## config.mk

```make
export PLATFORM = sky130hd
export DESIGN_NAME = iomem_fabric
export DESIGN_NICKNAME = d
export VERILOG_FILES = /design/src/rtl/iomem_fabric.sv
export SDC_FILE = /design/constraint.sdc
export NUM_CORES = 1
export LEC_CHECK = 0
export ABC_CLOCK_PERIOD_IN_PS = 2660
export CORE_MARGIN = 2
export CORE_UTILIZATION = 39
export DETAILED_ROUTE_END_ITERATION = 8
export PLACE_DENSITY_LB_ADDON = 0.1
export SYNTH_ARGS = -nofsm -noshare
export SYNTH_HDL_FRONTEND = slang
export SYNTH_SLANG_ARGS = --single-unit
```

## constraint.sdc

```tcl
create_clock -name clk -period 2.66 [get_ports clk]
set_clock_uncertainty 0.15 [all_clocks]
set_input_delay 0.532 -clock clk [delete_from_list [all_inputs] [get_ports clk]]
set_output_delay 0.532 -clock clk [all_outputs]
set_load 0.005 [all_outputs]
```

## src/rtl/iomem_fabric.sv

```systemverilog
// Address-window decoder between the PicoRV32 native bus and up to 16 peripheral slots.
// Unanswered or unmapped accesses complete with ERR_DATA and latch a sticky error flag.
module iomem_fabric #(
  parameter int unsigned NSLAVES    = 4,
  parameter logic [31:0] BASE_ADDR  = 32'h0300_0000,
  parameter int unsigned SLOT_SHIFT = 16,
  parameter int unsigned TIMEOUT    = 255,
  parameter logic [31:0] ERR_DATA   = 32'hDEAD_BEEF
) (
  input  logic                    clk,
  input  logic                    resetn,
  input  logic                    m_valid,
  input  logic [31:0]             m_addr,
  input  logic [31:0]             m_wdata,
  input  logic [3:0]              m_wstrb,
  output logic                    m_hit,
  output logic                    m_ready,
  output logic [31:0]             m_rdata,
  output logic [NSLAVES-1:0]      s_valid,
  output logic [31:0]             s_addr,
  output logic [31:0]             s_wdata,
  output logic [3:0]              s_wstrb,
  input  logic [NSLAVES-1:0]      s_ready,
  input  logic [32*NSLAVES-1:0]   s_rdata,
  output logic                    err_irq,
  output logic [31:0]             err_addr,
  input  logic                    err_clr
);

  // state  | meaning
  // IDLE   | waiting for an in-window request
  // ACCESS | request held toward one slave, timeout running
  // RESP   | one-cycle m_ready strobe with the registered response

  typedef enum logic [1:0] {IDLE, ACCESS, RESP} state_t;

  localparam int unsigned HI = SLOT_SHIFT + 4;

  state_t              state_q, state_d;
  logic [NSLAVES-1:0]  s_valid_q, s_valid_d;
  logic [31:0]         addr_q, addr_d;
  logic [31:0]         wdata_q, wdata_d;
  logic [3:0]          wstrb_q, wstrb_d;
  logic [3:0]          slot_q, slot_d;
  logic [15:0]         cnt_q, cnt_d;
  logic [31:0]         resp_q, resp_d;
  logic                err_irq_q, err_irq_d;
  logic [31:0]         err_addr_q, err_addr_d;

  logic                in_win;
  logic [3:0]          m_slot;
  logic                slot_ok;
  logic                sel_ready;
  logic [31:0]         sel_rdata;
  logic                err_rec;
  logic [31:0]         err_rec_addr;

  assign in_win  = (m_addr[31:HI] == BASE_ADDR[31:HI]);
  assign m_slot  = m_addr[HI-1:SLOT_SHIFT];
  assign m_hit   = m_valid && in_win;
  assign slot_ok = ({1'b0, m_slot} < 5'(NSLAVES));

  // s_valid_q is one-hot on slot_q, so masking with it ignores foreign readies
  assign sel_ready = |(s_ready & s_valid_q);

  always_comb begin
    sel_rdata = '0;
    for (int k = 0; k < NSLAVES; k++) begin
      if (slot_q == 4'(k)) sel_rdata = s_rdata[32*k +: 32];
    end
  end

  always_comb begin
    state_d      = state_q;
    s_valid_d    = s_valid_q;
    addr_d       = addr_q;
    wdata_d      = wdata_q;
    wstrb_d      = wstrb_q;
    slot_d       = slot_q;
    cnt_d        = cnt_q;
    resp_d       = resp_q;
    err_rec      = 1'b0;
    err_rec_addr = addr_q;

    unique case (state_q)
      IDLE: begin
        if (m_hit) begin
          if (slot_ok) begin
            addr_d    = m_addr;
            wdata_d   = m_wdata;
            wstrb_d   = m_wstrb;
            slot_d    = m_slot;
            s_valid_d = '0;
            for (int k = 0; k < NSLAVES; k++) begin
              if (m_slot == 4'(k)) s_valid_d[k] = 1'b1;
            end
            // timer counts down from TIMEOUT-1; zero without ready means abort
            cnt_d   = 16'(TIMEOUT - 1);
            state_d = ACCESS;
          end else begin
            resp_d       = ERR_DATA;
            err_rec      = 1'b1;
            err_rec_addr = m_addr;
            state_d      = RESP;
          end
        end
      end
      ACCESS: begin
        if (sel_ready) begin
          resp_d    = (wstrb_q == 4'd0) ? sel_rdata : 32'd0;
          s_valid_d = '0;
          state_d   = RESP;
        end else if (cnt_q == 16'd0) begin
          resp_d       = ERR_DATA;
          s_valid_d    = '0;
          err_rec      = 1'b1;
          err_rec_addr = addr_q;
          state_d      = RESP;
        end else begin
          cnt_d = cnt_q - 16'd1;
        end
      end
      RESP:    state_d = IDLE;
      default: state_d = IDLE;
    endcase
  end

  always_comb begin
    err_irq_d  = err_irq_q;
    err_addr_d = err_addr_q;
    if (err_clr) begin
      err_irq_d  = 1'b0;
      err_addr_d = 32'd0;
    end
    // a fresh error overrides a same-cycle clear
    if (err_rec && (!err_irq_q || err_clr)) begin
      err_irq_d  = 1'b1;
      err_addr_d = err_rec_addr;
    end
  end

  always_ff @(posedge clk or negedge resetn) begin
    if (!resetn) begin
      state_q    <= IDLE;
      s_valid_q  <= '0;
      addr_q     <= '0;
      wdata_q    <= '0;
      wstrb_q    <= '0;
      slot_q     <= '0;
      cnt_q      <= '0;
      resp_q     <= '0;
      err_irq_q  <= 1'b0;
      err_addr_q <= '0;
    end else begin
      state_q    <= state_d;
      s_valid_q  <= s_valid_d;
      addr_q     <= addr_d;
      wdata_q    <= wdata_d;
      wstrb_q    <= wstrb_d;
      slot_q     <= slot_d;
      cnt_q      <= cnt_d;
      resp_q     <= resp_d;
      err_irq_q  <= err_irq_d;
      err_addr_q <= err_addr_d;
    end
  end

  assign m_ready  = (state_q == RESP);
  assign m_rdata  = m_ready ? resp_q : 32'd0;
  assign s_valid  = s_valid_q;
  assign s_addr   = addr_q;
  assign s_wdata  = wdata_q;
  assign s_wstrb  = wstrb_q;
  assign err_irq  = err_irq_q;
  assign err_addr = err_addr_q;

endmodule

```

==> summary.md, run 1 <==
| Metric | Value |
|---|---|
| Gate Count Post-Synth | slightly below 700 |
| Tcrit/Tclk final | 97.17% |
| CP cell instances | or4_4 -> or4_4 -> buf_4 -> nor3_2 -> buf_4 -> o21ai_4 -> buf_4 -> mux2i_1 |
| PwrDens | between 400 and 500 nW/um^2 |
| Largest stage delay, worst path | 0.53 ns |
| CTS tree | done |
| Static Leak | between 5 and 6 nW |
| Footprint of the multi-input gates | around 3800 um^2 |
| Worst hold stages | 1 |
| Vias post-DR | between 6000 and 7000 |
| Clock root buffer master | clkbuf_16 |
| Commonest non-fill, non-tap cell in the layout | clkdlybuf4s50_1 |
| Sink Count | around 160 |
| Final nets | 1251 |
| Die height | between 100 and 150 um |
| Util after Layout | between 60% and 70% |
| Layout fillers | around 1600 |
| Iteration count of the initial detailed-routing pass | 4 |
| FF-to-FF Start | cnt_q[11] |
| Final hold vios | 0 |
| Worst Hold Path EP | resp_q[17] |
| Core outline area | between 15000 and 20000 um^2 |
| Num CTS Buffers | 17 |
| Critical R2R Capture | err_addr[25] |
| WHS | roughly 0.33 ns |
| Share of layout cells above drive strength 1 | about a fifth |
| Wire length after detailed routing | roughly 24000 um |
| Syn. warnings | 0 |
| Synthesized area | about 7800 um^2 |
| Initial drt markers | around 280 |
| Final Slew Violations | 0 |
| # setup viols final | 0 |
| Total congestion overflow | 0 |
| Number of synthesized flops with an enable pin | 0 |
| First-pass GRT wire length | ~38000 um |
| GRT Total Usage | between 20% and 30% |
| Reg-to-reg slack, setup | 0.08 ns |
| Worst Reg-to-Reg Cells | 8 |
| Fmax achieved | approximately 390 MHz |
| Port Buffers | about 340 |
| Design area | around 13000 um^2 |
| Reg area | 3880 um^2 |
| CP most frequent cell | buf_4 |
| Min Tclk post-route | 2.585 ns |
| Critical Path Sink Type | flip-flop |
| Power Total | around 5.3 mW |
| Initial Util | 39.91% |
| Mean Syn Cell Area | about 12 um^2 |
| Initial antenna violation count | 0 |
| Kind of critical path | reg -> reg |
| Via-to-Cell Ratio | 5.076 |
| Main synth FF type | dfrtp_1 |
| Final ANT Viol Nets | 0 |
| Max_cap viols | 0 |
| Most frequent cells in the layout | 339 x clkdlybuf4s50_1, 154 x dfrtp_1, 114 x mux2_2 |
| Vias in the first global route | between 6000 and 7000 |
| Placer Congestion | roughly 0.8 |
| N_diodes | 0 |
| Netlist cell types | 52 |
| Setup crit start kind | flip-flop |
| Later-pin clock latency in the skew report | roughly 0.42 ns |
| Clock slew at reported path FFs | approximately 0.060 ns |
| Area Overhead vs Synth | 60.55% |
| Post-route DRC | 0 |
| Htree depth | 4 |
| Die area | around 21000 um^2 |
| Post-DP HPWL | ~18000 um |
| Relative max-transition margin | approximately 65% |
| Largest net degree at the start of global routing | 54 |
| Routed len/inst | approximately 18 um |
| Critical Path Fanout Max | 11 |
| Longest Clk Path Bufs | 2 |
| CP max stage cell | or4_4 |
| Hold WC Path Type | reg -> reg |
| Post-Syn Nets | ~900 |
| Yosys reg bits | roughly 160 |
| Sequential element share of the synthesized area | between 40% and 50% |
| DP Area | 11820 um^2 |
| Async S/R FF share, synth | between 90% and 100% |
| IO Count | ~340 |
| Row cnt | about 50 |
| CP Data Arrival Time | about 2.7 ns |
| Die X-Extent | between 100 and 150 um |
| Data required, critical path | ~2.8 ns |
| Least-Margin Pin Slew | between 0.5 and 0.6 ns |
| Worst vdd ir | between 0.0004 and 0.0005 V |
| Hold path startpoint | resp_q[17] |
| Outcome | completed |
[final cells by class]
class	count	area share (%)
clock inverters	10	1.136
flip-flops and latches	155	30.91
well taps	265	2.642
clock buffers	21	3.589
repair buffers	394	31.25
multi-input cells	469	30.19
inverters	8	0.2791
[flip-flops by register name, indices dropped and copies added, names as in the netlist]
| register | flops |
|---|---|
| s_valid | 4 |
| s_addr | 32 |
| cnt_q | 16 |
| s_wdata | 32 |
| s_wstrb | 4 |
| resp_q | 32 |
| state_q | 2 |
| err_addr | 32 |
| err_irq | 1 |
[repair_timing]
action	CTS	global route
setup endpoints to repair	4	68
hold endpoints to repair	50	0
hold buffers	1	0
pin swaps	2	1
resized for setup	7	11
setup buffers	1	5
[where the power goes]
group | leakage [nW] | total, mW | internal (mW) | switching (mW)
sequential | 2.14 | 2.37 | 2.37 | 0.00485
clock | 0.287 | 2.44 | 1.50 | 0.944
combinational | 3.31 | 0.483 | 0.340 | 0.143
[worst max path at each step]
stage,startpoint,to
floorplan,cnt_q[10],s_valid[0]
detailed placement,m_addr[26],s_valid[2]
CTS,cnt_q[11],err_addr[29]
global route,cnt_q[11],err_addr[29]
finish,cnt_q[11],err_addr[25]
global placement,m_addr[26],m_hit
[stage by stage]
| step | setup WS, ns | instances | TNS, ns |
|---|---|---|---|
| after floorplan | 0.05576 | 677 | 0 |
| after global placement | -0.3302 | 1284 | -33.62 |
| after detailed placement | -0.3426 | 1284 | -35.78 |
| after CTS | 0.01041 | 1317 | 0 |
| after global routing | -0.004668 | 1322 | -0.004668 |
| final | 0.07517 | 1322 | 0 |
[synthesized netlist by cell type, types with 9 or more instances]
cell,n,share of area [%]
clkbuf_1,29,1.4
nor3_1,9,0.58
nor2_1,40,1.9
mux2_2,117,17
o22ai_1,31,2.5
dfrtp_1,155,50
buf_1,9,0.43
a21oi_1,9,0.58
mux2i_1,51,6.5
and2_1,44,3.5
nand2b_1,37,3.0
nand2_1,23,1.1
o22a_1,25,2.8
[metal layers]
layer	global-route usage (%)	share of wire, %	up-vias
li1	-	-	3176
met1	28.01	42	3267
met2	38.25	49	247
met3	7.179	7.6	21
met4	6.863	1.7	0
met5	0	0	-
[cell families (layout without fill, tap and decap cells)]
group | count (synthesis) | after routing | share of synthesized area, %
flip-flops | 155 | 155 | 49.62
AND/OR/NAND/NOR | 187 | 187 | 13.19
buffers and inverters | 53 | 433 | 2.961
multiplexers | 169 | 169 | 23.67
AO/OA/AOI/OAI | 111 | 111 | 10.24
adder cells (fa/ha/maj) | 2 | 2 | 0.3201
[worst max-delay path, delay by kind of cell (launching register included)]
kind | cells | cell delay [ns]
muxes | 1 | 0.14
buffers and inverters | 3 | 0.54
DFF | 1 | 0.39
and+or+nand+nor | 3 | 1.16
AOI/OAI and AO/OA | 1 | 0.08
Note: power is estimated with default switching activity, not from simulation.
==> run 2, diff against run 1 <==
==> constraint.sdc (replaced) <==
create_clock -name clk -period 2.66 [get_ports clk]
set_clock_uncertainty 0.15 [all_clocks]
set_input_delay 0.532 -clock clk [delete_from_list [all_inputs] [get_ports clk]]
set_output_delay 0.532 -clock clk [all_outputs]
set_load 0.02 [all_outputs]
==> summary.md, run 2 (synthesis results as in run 1) <==
| Metric | Value |
|---|---|
| Outcome | completed |
| Reg-to-reg slack, setup | about 0.042 ns |
| Sink Count | 155 |
| Post-route DRC | 0 |
| Initial Util | about two fifths |
| CP Data Arrival Time | 2.78 ns |
| Initial antenna violation count | 1 |
| RSZ-0062 raised after global routing | yes |
| Num CTS Buffers | 17 |
| Fmax achieved | between 300 and 400 MHz |
| Core outline area | 19590 um^2 |
| Port Buffers | about 340 |
| Critical Path Sink Type | flip-flop |
| Reg power frac | approximately 43% |
| Share of layout cells above drive strength 1 | a little over 20% |
| Later-pin clock latency in the skew report | about 0.42 ns |
| Worst setup slack after layout | around 0.042 ns |
| Tcrit/Tclk final | 98.43% |
| Commonest non-fill, non-tap cell in the layout | clkdlybuf4s50_1 |
| Kind of critical path | reg -> reg |
| Min Tclk post-route | between 2 and 3 ns |
| Clock power frac | just under 50% |
| Final hold vios | 0 |
| Initial drt markers | about 280 |
| Longest Clk Path Bufs | 2 |
| Static Leak | ~6.2 nW |
| Post-CTS Setup Repair Bufs | 0 |
| Die height | ~150 um |
| Vias post-DR | 6725 |
| Internal power | approximately 4.4 mW |
| Least-Margin Pin Slew | roughly 0.44 ns |
| Hold path startpoint | resp_q[30] |
| First-pass GRT wire length | approximately 39000 um |
| Wire length after detailed routing | around 24000 um |
| Setup crit start kind | flip-flop |
| Util after Layout | approximately 64% |
| GRT Total Usage | 23.06% |
| Post-DP HPWL | 18110 um |
| Final nets | 1246 |
| Worst Reg-to-Reg Cells | 6 |
| Total congestion overflow | 0 |
| Final ANT Viol Nets | 0 |
| # setup viols final | 0 |
| Fin cells | around 1300 |
| CTS tree | done |
| Vias in the first global route | 7002 |
| Iteration count of the initial detailed-routing pass | 4 |
| Gate power share | under 10% |
| Largest net degree at the start of global routing | 60 |
| Die X-Extent | between 100 and 150 um |
| Final Slew Violations | 0 |
| Clock slew at reported path FFs | about 0.060 ns |
| Htree depth | 4 |
| WHS | 0.3312 ns |
| Critical Path Fanout Max | 4 |
| Relative max-transition margin | about 70% |
| Critical R2R Capture | s_valid[2] |
| Area Overhead vs Synth | 61.41% |
| Worst vdd ir | about 0.00053 V |
| Crit. Startpoint | cnt_q[11] |
| Power Total | approximately 5.6 mW |
| Clock root buffer master | clkbuf_16 |
| Max_cap viols | 0 |
| Data required, critical path | 2.82 ns |
| Setup crit end | s_valid[2] |
| Die area | about 21000 um^2 |
| FF-to-FF Start | cnt_q[11] |
| IO Count | approximately 340 |
| Via-to-Cell Ratio | slightly above 5 |
| Placed cells | 1284 |
| DP Worst Slack | -0.2970 ns |
| Routed len/inst | 18.49 um |
| Most frequent cells in the layout | 308 x clkdlybuf4s50_1, 154 x dfrtp_1, 116 x mux2_2 |
| Hold WC Path Type | reg -> reg |
| Row cnt | 51 |
| Switching fraction of total power | between 20% and 30% |
| PwrDens | 441.7 nW/um^2 |
| Placer Congestion | approximately 0.82 |
| Sw Pwr | ~1.2 mW |
[run 2: cell count changes in the layout (fill, tap and decap cells not counted), sizes merged, moves of 2 or more]
| cell | delta |
|---|---|
| clkdlybuf4s50 | -31 |
| bufinv | +2 |
| buf | -6 |
| inv | +5 |
| dlygate4sd2 | +5 |
| dlymetal6s2s | +26 |
| clkbuf | -4 |
| clkinv | -2 |
[run 2: power groups by stage]
stage / sequential (mW) / combinational, mW / clock [mW]
2_1_floorplan: 2.41 / 0.0947 / 0
3_3_place_gp: 2.41 / 0.479 / 0
3_5_place_dp: 2.41 / 0.481 / 0
4_1_cts: 2.37 / 0.486 / 2.77
5_1_grt: 2.37 / 0.519 / 2.89
6_report: 2.37 / 0.479 / 2.73
[run 2: stage by stage]
step	instance area, um^2	TNS, ns
final	12620	0
after global routing	12620	-0.03613
after CTS	12510	0
after detailed placement	11840	-18.21
after global placement	11840	-13.97
after floorplan	7818	0
[run 2: per-layer routing]
layer	wire length (um)	global-route usage (%)	vias up	share of wire [%]
met5	0	0	-	0
met4	495	6.275	0	2.0
met3	1689	7.649	26	6.9
met2	11710	38.39	254	48
met1	10500	28.90	3270	43
li1	-	-	3175	-
[run 2: worst min path at each step]
stage,end,slack [ns],depth (start not counted)
floorplan,cnt_q[0],0.09,0
global placement,err_addr[22],0.30,1
detailed placement,err_addr[23],0.29,1
CTS,resp_q[4],0.34,1
global route,resp_q[30],0.34,1
finish,resp_q[30],0.33,1
[run 2: layout make-up]
| class | instances | area (um^2) |
|---|---|---|
| Timing Repair inverter | 1 | 5.005 |
| Fill cell | 1631 | 6972 |
| Sequential cell | 155 | 3880 |
| Tap cell | 265 | 331.6 |
| Multi-Input combinational cell | 469 | 3766 |
| Inverter | 8 | 35.03 |
| Clock inverter | 15 | 236.5 |
| Clock buffer | 17 | 425.4 |
| Timing Repair Buffer | 388 | 3936 |
| Antenna cell | 1 | 2.502 |
[run 2: repair_timing]
action	4_1_cts	5_1_grt
endpoints found under the setup margin	17	64
hold endpoints to repair	28	0
gates cloned	0	1
pin swaps	0	1
hold buffers	1	0
resized for setup	9	34
[run 2: worst max-delay path: stages (launching register included)]
cell	delay, ns
dfrtp_1	0.40
or4_4	0.53
or4_4	0.44
o21ba_4	0.22
buf_4	0.14
nor3_4	0.26
mux2_2	0.37
